### config.mk
export PLATFORM = sky130hd
export DESIGN_NAME = mips_multicycle_control
export DESIGN_NICKNAME = d
export VERILOG_FILES = /design/src/rtl/mc_ctrl_pkg.sv /design/src/rtl/mips_multicycle_control_outdec.sv /design/src/rtl/mips_multicycle_control.sv
export SDC_FILE = /design/constraint.sdc
export NUM_CORES = 1
export LEC_CHECK = 0
export CAP_MARGIN = 20
export CORE_MARGIN = 5
export CORE_UTILIZATION = 49
export DETAILED_ROUTE_END_ITERATION = 12
export PLACE_DENSITY = 0.8
export SYNTH_ARGS = -nofsm -noshare
export SYNTH_HDL_FRONTEND = slang
export SYNTH_SLANG_ARGS = --single-unit
### constraint.sdc
create_clock -name clk_i -period 2.2 [get_ports clk_i]
set_input_delay 0.33 -clock clk_i [delete_from_list [all_inputs] [get_ports clk_i]]
set_output_delay 0.33 -clock clk_i [all_outputs]
set_load 0.005 [all_outputs]
### src/rtl/mc_ctrl_pkg.sv
// Shared encodings for the multi-cycle MIPS main control: FSM states, opcodes,
// datapath mux codes and the control word driven by the output decoder.
package mc_ctrl_pkg;

    typedef enum logic [3:0] {
        ST_FETCH     = 4'd0,
        ST_DECODE    = 4'd1,
        ST_MEM_ADDR  = 4'd2,
        ST_MEM_READ  = 4'd3,
        ST_MEM_WB    = 4'd4,
        ST_MEM_WRITE = 4'd5,
        ST_R_EXEC    = 4'd6,
        ST_R_WB      = 4'd7,
        ST_I_EXEC    = 4'd8,
        ST_I_WB      = 4'd9,
        ST_BRANCH    = 4'd10,
        ST_JUMP      = 4'd11,
        ST_JAL       = 4'd12,
        ST_JR        = 4'd13,
        ST_TRAP      = 4'd14
    } state_e;

    localparam logic [5:0] OP_RTYPE = 6'b000000;
    localparam logic [5:0] OP_LW    = 6'b100011;
    localparam logic [5:0] OP_SW    = 6'b101011;
    localparam logic [5:0] OP_ADDI  = 6'b001000;
    localparam logic [5:0] OP_ANDI  = 6'b001100;
    localparam logic [5:0] OP_BEQ   = 6'b000100;
    localparam logic [5:0] OP_J     = 6'b000010;
    localparam logic [5:0] OP_JAL   = 6'b000011;
    localparam logic [5:0] FN_JR    = 6'b001000;

    localparam logic [1:0] ALU_ADD   = 2'b00;
    localparam logic [1:0] ALU_SUB   = 2'b01;
    localparam logic [1:0] ALU_FUNCT = 2'b10;
    localparam logic [1:0] ALU_AND   = 2'b11;

    localparam logic [1:0] SRCB_B      = 2'b00;
    localparam logic [1:0] SRCB_FOUR   = 2'b01;
    localparam logic [1:0] SRCB_IMM    = 2'b10;
    localparam logic [1:0] SRCB_IMM_SH = 2'b11;

    localparam logic [1:0] PCSRC_ALU    = 2'b00;
    localparam logic [1:0] PCSRC_ALUOUT = 2'b01;
    localparam logic [1:0] PCSRC_JUMP   = 2'b10;
    localparam logic [1:0] PCSRC_REG    = 2'b11;

    localparam logic [1:0] REGDST_RT = 2'b00;
    localparam logic [1:0] REGDST_RD = 2'b01;
    localparam logic [1:0] REGDST_RA = 2'b10;

    localparam logic [1:0] M2R_ALUOUT = 2'b00;
    localparam logic [1:0] M2R_MDR    = 2'b01;
    localparam logic [1:0] M2R_PC     = 2'b10;

    typedef struct packed {
        logic       pc_write;
        logic       pc_write_cond;
        logic       iord;
        logic       mem_read;
        logic       mem_write;
        logic       ir_write;
        logic [1:0] mem_to_reg;
        logic [1:0] reg_dst;
        logic       reg_write;
        logic       alu_src_a;
        logic [1:0] alu_src_b;
        logic [1:0] alu_op;
        logic [1:0] pc_source;
        logic       illegal;
        logic       instr_done;
    } ctrl_t;

    localparam ctrl_t CTRL_IDLE = '0;

    // DECODE dispatch; anything not recognised lands in the absorbing TRAP state.
    function automatic state_e dispatch(input logic [5:0] op, input logic [5:0] fn);
        state_e nxt;
        case (op)
            OP_RTYPE:     nxt = (fn == FN_JR) ? ST_JR : ST_R_EXEC;
            OP_LW, OP_SW: nxt = ST_MEM_ADDR;
            OP_ADDI,
            OP_ANDI:      nxt = ST_I_EXEC;
            OP_BEQ:       nxt = ST_BRANCH;
            OP_J:         nxt = ST_JUMP;
            OP_JAL:       nxt = ST_JAL;
            default:      nxt = ST_TRAP;
        endcase
        return nxt;
    endfunction

endpackage

### src/rtl/mips_multicycle_control_outdec.sv
// Moore output decoder: state (+ opcode latched in DECODE, + mem_ready when
// MC_CTRL_MEM_WAIT_EN is defined) -> datapath control word.
module mc_ctrl_outdec
    import mc_ctrl_pkg::*;
#(
    parameter int OPCODE_W = 6
) (
    input  state_e              state_i,
    input  logic [OPCODE_W-1:0] opcode_i,
    input  logic                mem_ready_i,
    output ctrl_t               ctrl_o
);

    logic ready_s;
`ifdef MC_CTRL_MEM_WAIT_EN
    assign ready_s = mem_ready_i;
`else
    logic unused_ready_s;
    assign unused_ready_s = mem_ready_i;
    assign ready_s        = 1'b1;
`endif

    // Per-state control word; strobes held during waits, one-shot loads gated by ready.
    always_comb begin
        ctrl_o = CTRL_IDLE;
        case (state_i)
            ST_FETCH: begin
                ctrl_o.mem_read  = 1'b1;
                ctrl_o.alu_src_b = SRCB_FOUR;
                ctrl_o.ir_write  = ready_s;
                ctrl_o.pc_write  = ready_s;
            end
            ST_DECODE: begin
                ctrl_o.alu_src_b = SRCB_IMM_SH;
            end
            ST_MEM_ADDR: begin
                ctrl_o.alu_src_a = 1'b1;
                ctrl_o.alu_src_b = SRCB_IMM;
            end
            ST_MEM_READ: begin
                ctrl_o.mem_read = 1'b1;
                ctrl_o.iord     = 1'b1;
            end
            ST_MEM_WB: begin
                ctrl_o.reg_write  = 1'b1;
                ctrl_o.mem_to_reg = M2R_MDR;
                ctrl_o.instr_done = 1'b1;
            end
            ST_MEM_WRITE: begin
                ctrl_o.mem_write  = 1'b1;
                ctrl_o.iord       = 1'b1;
                ctrl_o.instr_done = ready_s;
            end
            ST_R_EXEC: begin
                ctrl_o.alu_src_a = 1'b1;
                ctrl_o.alu_op    = ALU_FUNCT;
            end
            ST_R_WB: begin
                ctrl_o.reg_write  = 1'b1;
                ctrl_o.reg_dst    = REGDST_RD;
                ctrl_o.instr_done = 1'b1;
            end
            ST_I_EXEC: begin
                ctrl_o.alu_src_a = 1'b1;
                ctrl_o.alu_src_b = SRCB_IMM;
                ctrl_o.alu_op    = (opcode_i == OPCODE_W'(OP_ANDI)) ? ALU_AND : ALU_ADD;
            end
            ST_I_WB: begin
                ctrl_o.reg_write  = 1'b1;
                ctrl_o.instr_done = 1'b1;
            end
            ST_BRANCH: begin
                ctrl_o.alu_src_a     = 1'b1;
                ctrl_o.alu_op        = ALU_SUB;
                ctrl_o.pc_write_cond = 1'b1;
                ctrl_o.pc_source     = PCSRC_ALUOUT;
                ctrl_o.instr_done    = 1'b1;
            end
            ST_JUMP: begin
                ctrl_o.pc_write   = 1'b1;
                ctrl_o.pc_source  = PCSRC_JUMP;
                ctrl_o.instr_done = 1'b1;
            end
            ST_JAL: begin
                ctrl_o.pc_write   = 1'b1;
                ctrl_o.pc_source  = PCSRC_JUMP;
                ctrl_o.reg_write  = 1'b1;
                ctrl_o.reg_dst    = REGDST_RA;
                ctrl_o.mem_to_reg = M2R_PC;
                ctrl_o.instr_done = 1'b1;
            end
            ST_JR: begin
                ctrl_o.pc_write   = 1'b1;
                ctrl_o.pc_source  = PCSRC_REG;
                ctrl_o.instr_done = 1'b1;
            end
            ST_TRAP: begin
                ctrl_o.illegal = 1'b1;
            end
            default: begin
                ctrl_o = CTRL_IDLE;
            end
        endcase
    end

endmodule

### src/rtl/mips_multicycle_control.sv
// Multi-cycle MIPS main control FSM with opcode latch, sticky illegal trap and
// retired-instruction counter. MC_CTRL_MEM_WAIT_EN enables memory wait states.
module mips_multicycle_control
    import mc_ctrl_pkg::*;
#(
    parameter int OPCODE_W = 6,
    parameter int FUNCT_W  = 6,
    parameter int CNT_W    = 32
) (
    input  logic                clk_i,
    input  logic                reset_i,
    input  logic [OPCODE_W-1:0] op_code_i,
    input  logic [FUNCT_W-1:0]  funct_i,
    input  logic                mem_ready_i,
    output logic                pc_write_o,
    output logic                pc_write_cond_o,
    output logic                iord_o,
    output logic                mem_read_o,
    output logic                mem_write_o,
    output logic                ir_write_o,
    output logic [1:0]          mem_to_reg_o,
    output logic [1:0]          reg_dst_o,
    output logic                reg_write_o,
    output logic                alu_src_a_o,
    output logic [1:0]          alu_src_b_o,
    output logic [1:0]          alu_op_o,
    output logic [1:0]          pc_source_o,
    output logic                illegal_o,
    output logic                instr_done_o,
    output logic [CNT_W-1:0]    instr_count_o
);

    state_e              state_q, state_d;
    logic [OPCODE_W-1:0] opcode_q;
    logic                illegal_q;
    logic [CNT_W-1:0]    count_q;
    ctrl_t               ctrl_s, ctrl_out_s;
    logic                ready_s;

`ifdef MC_CTRL_MEM_WAIT_EN
    assign ready_s = mem_ready_i;
`else
    assign ready_s = 1'b1;
`endif

    mc_ctrl_outdec #(.OPCODE_W(OPCODE_W)) u_outdec (
        .state_i     (state_q),
        .opcode_i    (opcode_q),
        .mem_ready_i (mem_ready_i),
        .ctrl_o      (ctrl_s)
    );

    // Next-state sequencing; MEM_ADDR uses the latched opcode since the IR may move on.
    always_comb begin
        state_d = ST_FETCH;
        case (state_q)
            ST_FETCH:     state_d = ready_s ? ST_DECODE : ST_FETCH;
            ST_DECODE:    state_d = dispatch(6'(op_code_i), 6'(funct_i));
            ST_MEM_ADDR:  state_d = (opcode_q == OPCODE_W'(OP_SW)) ? ST_MEM_WRITE : ST_MEM_READ;
            ST_MEM_READ:  state_d = ready_s ? ST_MEM_WB : ST_MEM_READ;
            ST_MEM_WRITE: state_d = ready_s ? ST_FETCH : ST_MEM_WRITE;
            ST_R_EXEC:    state_d = ST_R_WB;
            ST_I_EXEC:    state_d = ST_I_WB;
            ST_MEM_WB, ST_R_WB, ST_I_WB, ST_BRANCH,
            ST_JUMP, ST_JAL, ST_JR:
                          state_d = ST_FETCH;
            ST_TRAP:      state_d = ST_TRAP;
            default:      state_d = ST_FETCH;
        endcase
    end

    // State register, opcode latch, sticky trap flag and retired-instruction counter.
    always_ff @(posedge clk_i) begin
        if (reset_i) begin
            state_q   <= ST_FETCH;
            opcode_q  <= '0;
            illegal_q <= 1'b0;
            count_q   <= '0;
        end else begin
            state_q   <= state_d;
            illegal_q <= illegal_q | (state_d == ST_TRAP);
            if (state_q == ST_DECODE) begin
                opcode_q <= op_code_i;
            end
            if (ctrl_s.instr_done) begin
                count_q <= count_q + CNT_W'(1);
            end
        end
    end

    // Reset forces a quiet datapath immediately, not just from the next edge.
    assign ctrl_out_s = reset_i ? CTRL_IDLE : ctrl_s;

    assign pc_write_o      = ctrl_out_s.pc_write;
    assign pc_write_cond_o = ctrl_out_s.pc_write_cond;
    assign iord_o          = ctrl_out_s.iord;
    assign mem_read_o      = ctrl_out_s.mem_read;
    assign mem_write_o     = ctrl_out_s.mem_write;
    assign ir_write_o      = ctrl_out_s.ir_write;
    assign mem_to_reg_o    = ctrl_out_s.mem_to_reg;
    assign reg_dst_o       = ctrl_out_s.reg_dst;
    assign reg_write_o     = ctrl_out_s.reg_write;
    assign alu_src_a_o     = ctrl_out_s.alu_src_a;
    assign alu_src_b_o     = ctrl_out_s.alu_src_b;
    assign alu_op_o        = ctrl_out_s.alu_op;
    assign pc_source_o     = ctrl_out_s.pc_source;
    assign instr_done_o    = ctrl_out_s.instr_done;
    assign illegal_o       = illegal_q & ~reset_i;
    assign instr_count_o   = reset_i ? '0 : count_q;

endmodule

==> flow_summary_export.csv, run 1 <==
group,metric,value,unit
global_routing,antenna_found_initial,0,
critical_path,r2r_start,"count_q[7]$_SDFFE_PP0N_",
synth,synth_nets,338,
power_and_ir_drop,p_leak,1.324,nW
die,floorplan.io_pins,67,
route,top_layer_used,"met4",
synth,synth_flop_cell,"dfxtp_1",
route,drt-total-wl,6250,um
die,start_util,49.70,%
placement,dp_hpwl,4378,um
timing,finalSetupViolCount,0,
hold_path,hp-start,"opcode_q[3]$_SDFFE_PP0P_",
cts,cts_max_path_buffers,2,
cts,numCtsBuffers,5,
route,wl_met1,2826,um
critical_path,cp.arrival,1820,ps
die,coreArea,0.005042,sq mm
critical_path,worstPathRequired,1870,ps
cts,cts_tree,"done",
route,routed-wl-met3,355,um
power_and_ir_drop,total_power,1.979,mW
cts,path_clk_slew,80,ps
synth,synth.distinct_cells,48,
hold_path,min_to,"opcode_q[3]$_SDFFE_PP0P_",
job,maxCapViolations,0,
die,die_area,0.006645,sq mm
placement,portBuffers,65,
timing,setup_slack,50.01,ps
critical_path,start_kind,"flip-flop",
cts,clk_latency,290,ps
synth,yosys_warnings,0,
route,num_vias,2436,
timing,slew_viol_final,0,
route,wl_per_cell,13.53,um
synth,ys_seq_area_share,34.35,%
timing,max_freq,0.4651,GHz
synth,ys_async_sr_fraction,0,%
timing,worst_slew_pin_slew,621.4,ps
global_routing,grt_max_degree,72,
layout,antenna_cells,0,
die,die_h,81.52,um
timing,timing_hold_violations_final,0,
critical_path,reg2regPathDepth,7,
route,ant_nets,0,
route,initialDrtViolationCount,217,
layout,final_nets,408,
cts,cts_sinks,43,
synth,syn_area,0.002506,sq mm
synth,ys_ff_latch,43,
global_routing,grt_overflow,0,
global_routing,grt_pass1_vias,2419,
global_routing,track_usage,19.70,%
layout,nFillCells,414,
critical_path,reg2reg_slack,350,ps
power_and_ir_drop,power.density,572.5,mW/mm^2
critical_path,timing.rr.end,"count_q[19]$_SDFFE_PP0N_",
die,die_w,81.52,um
placement,place.gp.congestion,0.8655,
critical_path,end_kind,"primary output",
timing,fin_skew,6.116,ps
layout,final_layout_size_suffix_gt1_share,11.73,%
cts,cts_max_level,2,
critical_path,crit_type,"flip-flop to primary output",
hold_path,whs_path_depth,2,
route,drt_pass1_iterations,4,
synth,synth_area_per_cell,7.783,sq um
run_status,outcome,"complete, no violations",
hold_path,hold_path.class,"flip-flop to flip-flop",
route,vias_per_cell,5.273,
timing,relSlewSlack,58.25,%
cts,cts_root_buf,"clkbuf_8",
layout,synthToLayoutAreaGrowth,37.89,%
die,rows,26,
critical_path,crit_fanout,9,
placement,pre_cts_ws,83.07,ps
timing,period_minus_slack,2150,ps
timing,setup_tns,0,ps
cts,ctsHoldBuffers,0,
power_and_ir_drop,irDropWorstVdd,0.0004578,V
global_routing,grt_pass1_wl,10560,um
synth,synth_cells,322,
route,drc,0,
timing,fin_crit_sh,97.73,%
route,wl_met2,2981,um
synth,synth-edff-count,0,
==> layout by cell type (no fill, tap or decap), types with 4 or more instances in the layout <==
cell type,instances
a21oi_1,19
and3_1,4
buf_4,14
clkbuf_8,5
clkdlybuf4s50_1,56
dfxtp_1,39
dlymetal6s2s_1,5
inv_1,4
nand2_1,35
nand2b_1,5
nand3_1,11
nand4_1,7
nor2_1,44
nor2b_1,33
nor3_1,14
o21ai_1,7
or3_1,6
xnor2_1,9
xor2_1,18
==> cell type report <==
cell class / instances / area [sq um] / share of cell area (%)
inverters: 5 / 18.77 / 0.5431
repair buffers: 81 / 790.8 / 22.88
well taps: 70 / 87.58 / 2.534
clock buffers: 6 / 72.57 / 2.100
flip-flops and latches: 43 / 870.8 / 25.20
multi-input cells: 256 / 1585 / 45.87
clock inverters: 1 / 30.03 / 0.8689
==> Yosys cell counts, types with 2 or more instances <==
| master | n | share of area (%) |
|---|---|---|
| nor2_1 | 45 | 6.7 |
| dfxtp_1 | 43 | 34 |
| nand2_1 | 35 | 5.2 |
| nor2b_1 | 33 | 8.2 |
| a21oi_1 | 20 | 4.0 |
| xor2_1 | 18 | 6.3 |
| nor3_1 | 17 | 3.4 |
| nand3_1 | 11 | 2.2 |
| clkbuf_1 | 10 | 1.5 |
| xnor2_1 | 9 | 3.1 |
| nand4_1 | 7 | 1.7 |
| o21ai_1 | 7 | 1.4 |
| or3_1 | 7 | 1.7 |
| nand2b_1 | 6 | 1.5 |
| and3_1 | 4 | 1.0 |
| inv_1 | 4 | 0.60 |
| and4_1 | 3 | 1.0 |
| buf_1 | 3 | 0.45 |
| buf_4 | 3 | 0.90 |
| a2111oi_4 | 2 | 2.2 |
| a211o_1 | 2 | 0.70 |
| a211oi_1 | 2 | 0.60 |
| nor2b_2 | 2 | 0.70 |
| nor4b_1 | 2 | 0.70 |
| o22a_1 | 2 | 0.70 |
| o31ai_1 | 2 | 0.60 |
| or2_1 | 2 | 0.50 |
==> worst max-delay path, stage by stage (launching register included) <==
cell and delay, ps:
dfxtp_4 410, buf_4 160, xor2_1 220, nor3b_2 210
clkdlybuf4s50_1 530
==> worst max path at each step <==
stage	start	end	slack [ps]	depth (start not counted)
after floorplan	count_q[7]$_SDFFE_PP0N_	count_q[30]$_SDFFE_PP0N_	490	6
after detailed placement	funct_i[2]	illegal_q$_SDFF_PP0_	80	7
final	state_q[2]$_SDFF_PP0_	iord_o	50	4
after global routing	state_q[2]$_SDFF_PP0_	iord_o	-50	4
after CTS	state_q[2]$_SDFF_PP0_	iord_o	10	4
after global placement	op_code_i[5]	illegal_q$_SDFF_PP0_	100	7
==> repair_timing <==
item / in CTS / in global routing
cloned: 0 / 0
buffers inserted: 0 / 2
resized for setup: 12 / 13
setup endpoints to repair: 10 / 10
==> metal layers <==
metal,up-vias,global-route usage (%)
met5,-,0
met4,0,6.419
met3,9,5.044
met2,67,33.14
met1,1129,24.45
li1,1231,-
==> state kept, by name, summed over array words and instances, names as in the netlist <==
name       flops
illegal_q      1
state_q        4
count_q       32
opcode_q       6
==> cells by family (layout without fill, tap and decap cells) <==
family,Yosys count,in the layout,share of synthesized area (%)
buffers and inverters,23,93,4.243
muxes,1,1,0.3994
DFF,43,43,34.35
xor gates and xnor gates,27,27,9.436
adders and majority gates,1,1,0.4992
AOI/OAI and AO/OA,45,45,13.08
and+or+nand+nor,182,182,37.99
==> report_power, final <==
group	internal (mW)	switching (mW)	leakage, nW
Clock	0.333	0.261	0.0513
Sequential	0.816	0.0433	0.350
Combinational	0.253	0.272	0.923
==> through the flow <==
step	cells	hold slack [ps]	util [%]	instance area [sq um]
final	462	464.7	68.54	3456
after global routing	462	498.8	68.54	3456
after CTS	460	464.4	67.39	3398
after detailed placement	453	452.7	64.84	3269
after global placement	453	439.1	64.84	3269
after floorplan	322	431.8	-	2506
(Power assumes the default switching activity.)
==> inputs of run 2 (changes only) <==
--- a/config.mk
+++ b/config.mk
@@ -5,9 +5,10 @@
 export SDC_FILE = /design/constraint.sdc
 export NUM_CORES = 1
 export LEC_CHECK = 0
+export ABC_AREA = 1
 export CAP_MARGIN = 20
 export CORE_MARGIN = 5
-export CORE_UTILIZATION = 49
+export CORE_UTILIZATION = 51
 export DETAILED_ROUTE_END_ITERATION = 12
 export PLACE_DENSITY = 0.8
 export SYNTH_ARGS = -nofsm -noshare
==> run 2 against run 1 <==
- clock skew is 2.0 ps higher
- worst hold slack worse by 0.80 ps
- area after synthesis is 18% higher
- synthesized cell count is 57% higher
- global-route usage is 2.8 points higher
- sequential share of layout area is 2.8 points lower
- maximum frequency is 2.9% higher
- clock power is 24% higher
- core utilization is 1.1 points higher
- count of clock-buffer cells in the layout is 1 lower
- sequential power is 15% higher
==> flow_summary_export.csv, run 2 <==
group,metric,value,unit
critical_path,end_kind,"primary output",
route,vias_per_cell,5.127,
global_routing,track_usage,22.47,%
die,start_util,52.86,%
layout,largest_reg_flops,32,
critical_path,crit_family,"buffers and inverters",
placement,placed_area,0.003711,sq mm
critical_path,crit_slowest_cell,"clkdlybuf4s50_1",
synth,synth.largest_area_cell,"dfxtp_1",
layout,final_common_cell,"nand2_1",
placement,dp_cells,636,
critical_path,crit_fanout,4,
run_status,outcome,"complete, no violations",
synth,synth_area_per_cell,5.846,sq um
critical_path,cp.depth,6,
layout,final_nets,587,
route,drc,0,
layout,final_cell_area,0.003881,sq mm
route,ant_nets,0,
cts,cts_max_path_buffers,2,
critical_path,start_kind,"flip-flop",
synth,synth_flop_cell,"dfxtp_1",
critical_path,path_buf_inv,3,
placement,pre_cts_ws,227.4,ps
job,maxCapViolations,0,
cts,cts_max_level,2,
placement,portBuffers,65,
hold_path,hp-start,"reset_i",
die,rows,27,
layout,synthToLayoutAreaGrowth,31.72,%
die,floorplan.io_pins,67,
global_routing,grt_max_degree,25,
synth,ys_seq_area_share,29.21,%
layout,regMostFlops,"count_q",
placement,place.gp.congestion,0.9228,
synth,synthMuxAreaShare,0,%
synth,synth_simple_gate_area_share,44.80,%
timing,timing_hold_violations_final,0,
timing,relSlewSlack,68.71,%
critical_path,cp_cell_sequence,"inv_1, nor2_2, buf_4, nand2_1, a31oi_1, clkdlybuf4s50_1",
synth,ys_async_sr_fraction,0,%
placement,dp_hpwl,6203,um
synth,synth_top_family_by_area,"simple AND/OR/NAND/NOR gates",
synth,yosys-top-cells-count,"nand2_1 (145), nor2_1 (87), inv_1 (58), a21oi_1 (43), dfxtp_1 (43)",
die,coreArea,0.005574,sq mm
die,die_w,86.01,um
synth,synth_cells,504,
power_and_ir_drop,p_leak,1.620,nW
hold_path,whs_path_depth,2,
route,initialDrtViolationCount,187,
power_and_ir_drop,irDropWorstVdd,0.0005538,V
die,die_area,0.007398,sq mm
route,drt_pass1_iterations,6,
synth,ys_ff_latch,43,
layout,post-route-util,69.63,%
timing,max_freq,0.4785,GHz
global_routing,antenna_found_initial,0,
synth,syn_area,0.002947,sq mm
hold_path,min_to,"state_q[2]$_SDFF_PP0_",
route,wl_per_cell,12.51,um
critical_path,cpPeakStageDelay,530,ps
synth,synth_area_leaders,"dfxtp_1 (29%), nand2_1 (18%), nor2_1 (11%)",
timing,finalSetupViolCount,0,
critical_path,reg2reg_slack,370,ps
cts,ctsHoldBuffers,0,
synth,yosysMostFrequentCell,"nand2_1",
timing,worst_slew_pin_slew,469.3,ps
synth,yosysTopAreaCellShare,29.21,%
cts,path_clk_slew,90,ps
critical_path,crit_type,"flip-flop to primary output",
critical_path,timing.rr.end,"count_q[11]$_SDFFE_PP0N_",
critical_path,worstPathRequired,1870,ps
synth,synth-edff-count,0,
cts,numCtsBuffers,5,
synth,synth.distinct_cells,33,
synth,synth_nets,520,
cts,cts_tree,"done",
layout,final_layout_size_suffix_gt1_share,10.14,%
die,die_h,86.01,um
synth,synth_xor_area_share,2.378,%
timing,slew_viol_final,0,
synth,yosys_warnings,0,
timing,fin_skew,8.077,ps
route,num_vias,3302,
layout,antenna_cells,0,
cts,cts_root_buf,"clkbuf_8",
route,drt-total-wl,8059,um
critical_path,r2r_start,"state_q[3]$_SDFF_PP0_",
cts,clk_latency,300,ps
layout,layout.cells.non_filler,644,
critical_path,cp.arrival,1760,ps
hold_path,hold_path.class,"primary input to flip-flop",
power_and_ir_drop,power.density,716.5,mW/mm^2
global_routing,grt_pass1_wl,13830,um
timing,setup_slack,110.0,ps
critical_path,reg2regPathDepth,10,
layout,layout_common_cells,"nand2_1 (144), nor2_1 (86), inv_1 (57), clkdlybuf4s50_1 (57), a21oi_1 (43)",
layout,reg_top3,"count_q: 32 flops, opcode_q: 6 flops, state_q: 4 flops",
cts,cts_sinks,43,
global_routing,grt_overflow,0,
synth,synth_fa_ha_area_share,0.4246,%
timing,fin_crit_sh,95.00,%
timing,period_minus_slack,2090,ps
global_routing,grt_pass1_vias,3213,
synth,synth-compound-area-share,11.85,%
## run 2: final cells by class
type	count	area (sq um)
Sequential cell	43	868.3
Clock inverter	3	67.56
Multi-Input combinational cell	375	1768
Clock buffer	5	68.82
Timing Repair Buffer	74	748.2
Tap cell	72	90.09
Fill cell	508	1693
Inverter	72	270.3
## run 2: kinds of logic (layout without fill, tap and decap cells)
logic type / Yosys count / in the layout
compound gates: 67 / 67
simple gates: 299 / 299
flops: 43 / 43
xor+xnor: 8 / 8
fa+ha+maj: 1 / 1
buf+inv: 86 / 154
## run 2: repair_timing
action                                  4_1_cts  5_1_grt
setup buffers                                 0        0
gates resized for setup                       6       11
pin swaps                                     0        1
endpoints found under the setup margin        4        8
endpoints found under the hold margin         0        0
cloned                                        0        0
## run 2: metrics by stage
step           total power [mW]  hold WS, ps  setup TNS [ps]
2_1_floorplan             1.619        421.1               0
3_3_place_gp              2.007        436.7               0
3_5_place_dp              2.021        452.6               0
4_1_cts                   2.786        454.6               0
5_1_grt                   2.955        499.2          -4.067
6_report                  2.781        463.9               0
## run 2: report_power, final
| part | switching (mW) | internal (mW) |
|---|---|---|
| clock network | 0.285 | 0.453 |
| registers | 0.0993 | 0.890 |
| logic | 0.652 | 0.401 |
## run 2: worst max path at each step
stage                       startpoint  slack (ps)                       end
2_1_floorplan  count_q[0]$_SDFFE_PP0N_         640  count_q[16]$_SDFFE_PP0N_
3_3_place_gp     state_q[0]$_SDFF_PP0_         200               alu_op_o[0]
3_5_place_dp     state_q[1]$_SDFF_PP0_         230               alu_op_o[0]
4_1_cts          state_q[3]$_SDFF_PP0_          10              instr_done_o
5_1_grt          state_q[3]$_SDFF_PP0_          -3                pc_write_o
6_report         state_q[3]$_SDFF_PP0_         110                pc_write_o
## run 2: routing by layer
| layer | vias to the layer above | track usage [%] | share of wire, % |
|---|---|---|---|
| met5 | - | 0 | 0 |
| met4 | 0 | 9.065 | 2.2 |
| met3 | 20 | 4.419 | 6.0 |
| met2 | 117 | 39.03 | 49 |
| met1 | 1458 | 26.95 | 43 |
| li1 | 1707 | - | - |
==> inputs of run 3 (changes only) <==
--- a/config.mk
+++ b/config.mk
@@ -6,11 +6,12 @@
 export NUM_CORES = 1
 export LEC_CHECK = 0
 export ABC_AREA = 1
-export CAP_MARGIN = 20
+export CAP_MARGIN = 30
 export CORE_MARGIN = 5
 export CORE_UTILIZATION = 51
 export DETAILED_ROUTE_END_ITERATION = 12
 export PLACE_DENSITY = 0.8
+export REMOVE_ABC_BUFFERS = 1
 export SYNTH_ARGS = -nofsm -noshare
 export SYNTH_HDL_FRONTEND = slang
 export SYNTH_SLANG_ARGS = --single-unit
==> run 3 against run 2 <==
- flip-flop and latch count unchanged
- register-to-register slack worse by 30 ps
- largest power group unchanged
- combinational power up 8%
- sequential share of layout area up 0.25 points
- first-iteration DRC count up 16%
- core utilization down 0.56 points
==> flow_summary_export.csv, run 3 (same netlist as run 2, synthesis figures left out) <==
group,metric,value,unit
run_status,outcome,"complete, no violations",
layout,antenna_cells,0,
layout,final_nets,587,
hold_path,hp-start,"illegal_q$_SDFF_PP0_",
critical_path,start_kind,"flip-flop",
cts,numCtsBuffers,5,
cts,path_clk_slew,80,ps
die,rows,27,
die,floorplan.io_pins,67,
cts,clk_latency,300,ps
global_routing,antenna_found_initial,0,
critical_path,cp.arrival,1790,ps
critical_path,end_kind,"primary output",
route,ant_nets,0,
global_routing,grt_overflow,0,
layout,regMostFlops,"count_q",
die,die_area,0.007398,sq mm
critical_path,crit_fanout,4,
route,drc,0,
layout,final_layout_size_suffix_gt1_share,10.66,%
global_routing,track_usage,22.49,%
timing,fin_crit_sh,96.51,%
route,drt-total-wl,8258,um
critical_path,crit_type,"flip-flop to primary output",
cts,cts_max_path_buffers,2,
global_routing,grt_max_degree,43,
placement,portBuffers,65,
layout,reg_top3,"count_q: 32 flops, opcode_q: 6 flops, state_q: 4 flops",
cts,cts_tree,"done",
power_and_ir_drop,power.density,696.4,mW/mm^2
power_and_ir_drop,irDropWorstVdd,0.0004958,V
critical_path,worstPathRequired,1870,ps
layout,final_common_cell,"nand2_1",
power_and_ir_drop,p_leak,1.581,nW
timing,fin_skew,6.224,ps
critical_path,r2r_start,"state_q[3]$_SDFF_PP0_",
route,vias_per_cell,5.154,
cts,cts_sinks,43,
cts,cts_root_buf,"clkbuf_8",
cts,ctsHoldBuffers,0,
die,start_util,52.86,%
timing,worst_slew_pin_slew,416.2,ps
timing,relSlewSlack,72.26,%
timing,slew_viol_final,0,
route,initialDrtViolationCount,216,
layout,synthToLayoutAreaGrowth,30.66,%
critical_path,crit_path_start,"state_q[3]$_SDFF_PP0_",
timing,max_freq,0.4710,GHz
global_routing,grt_pass1_vias,3105,
placement,place.gp.congestion,0.9997,
layout,final_cell_area,0.003850,sq mm
die,die_h,86.01,um
timing,finalSetupViolCount,0,
layout,layout_common_cells,"nand2_1 (142), nor2_1 (86), clkdlybuf4s50_1 (58), inv_1 (57), a21oi_1 (43)",
route,drt_pass1_iterations,9,
placement,placed_area,0.003671,sq mm
layout,largest_reg_flops,32,
route,num_vias,3319,
timing,timing_hold_violations_final,0,
route,wl_per_cell,12.82,um
placement,dp_hpwl,6254,um
die,die_w,86.01,um
die,coreArea,0.005574,sq mm
global_routing,grt_pass1_wl,13750,um
cts,cts_max_level,2,
timing,setup_tns,0,ps
hold_path,hold_path.class,"flip-flop to flip-flop",
job,maxCapViolations,0,
timing,period_minus_slack,2123,ps
-- run 3: changes by cell type in the layout (fill, tap and decap cells not counted), sizes merged --
| cell | change |
|---|---|
| bufinv | -2 |
| clkbuf | +2 |
| clkdlybuf4s50 | +1 |
| clkinv | +1 |
| clkinvlp | -1 |
| dlymetal6s2s | -1 |
-- run 3: worst paths after layout --
kind / end / slack, ps / depth (start not counted)
setup / recovery: pc_source_o[0] / 80 / 6
hold / removal: illegal_q$_SDFF_PP0_ / 460 / 2
setup reg to reg: count_q[16]$_SDFFE_PP0N_ / 340 / 10
hold reg to reg: illegal_q$_SDFF_PP0_ / 460 / 2
-- run 3: cell type report --
class	instances	area (sq um)
multi-input cells	375	1799
fillers	514	1724
flip-flops and latches	43	870.8
repair buffers	74	724.4
inverters	72	270.3
well taps	72	90.09
clock buffers	7	86.33
clock inverters	1	8.758
-- run 3: power breakdown --
group	leakage (nW)	switching [mW]	internal, mW
logic	1.18	0.698	0.431
clock network	0.0484	0.284	0.258
registers	0.350	0.117	0.893
total	1.58	1.10	1.58
-- run 3: per-layer routing --
layer	global-route usage [%]	wire, um	vias to the layer above
li1	-	-	1712
met1	26.48	3492	1479
met2	40.50	4092	115
met3	4.803	519	13
met4	6.763	153	0
met5	0	0	-
-- run 3: stage by stage --
step	setup WS, ps	power [mW]	hold WS [ps]	instances	utilization [%]
6_report	76.67	2.681	457.4	644	69.07
5_1_grt	-9.641	2.832	506.5	644	69.07
4_1_cts	8.919	2.578	460.3	642	67.79
3_5_place_dp	195.5	2.027	437.7	634	65.86
3_3_place_gp	266.8	2.011	433.1	634	65.86
2_1_floorplan	650.8	1.557	399.1	490	-
-- run 3: worst max-delay path: stages (launching register included) --
cell,delay [ps]
dfxtp_4,390
inv_1,60
nor2_2,140
buf_6,130
nand2_1,100
a21oi_1,160
clkdlybuf4s50_1,510
-- run 3: timing repair --
action | 4_1_cts | 5_1_grt
gates resized for setup | 6 | 18
buffers inserted | 0 | 2
pin swaps | 0 | 1
setup endpoints to repair | 4 | 9
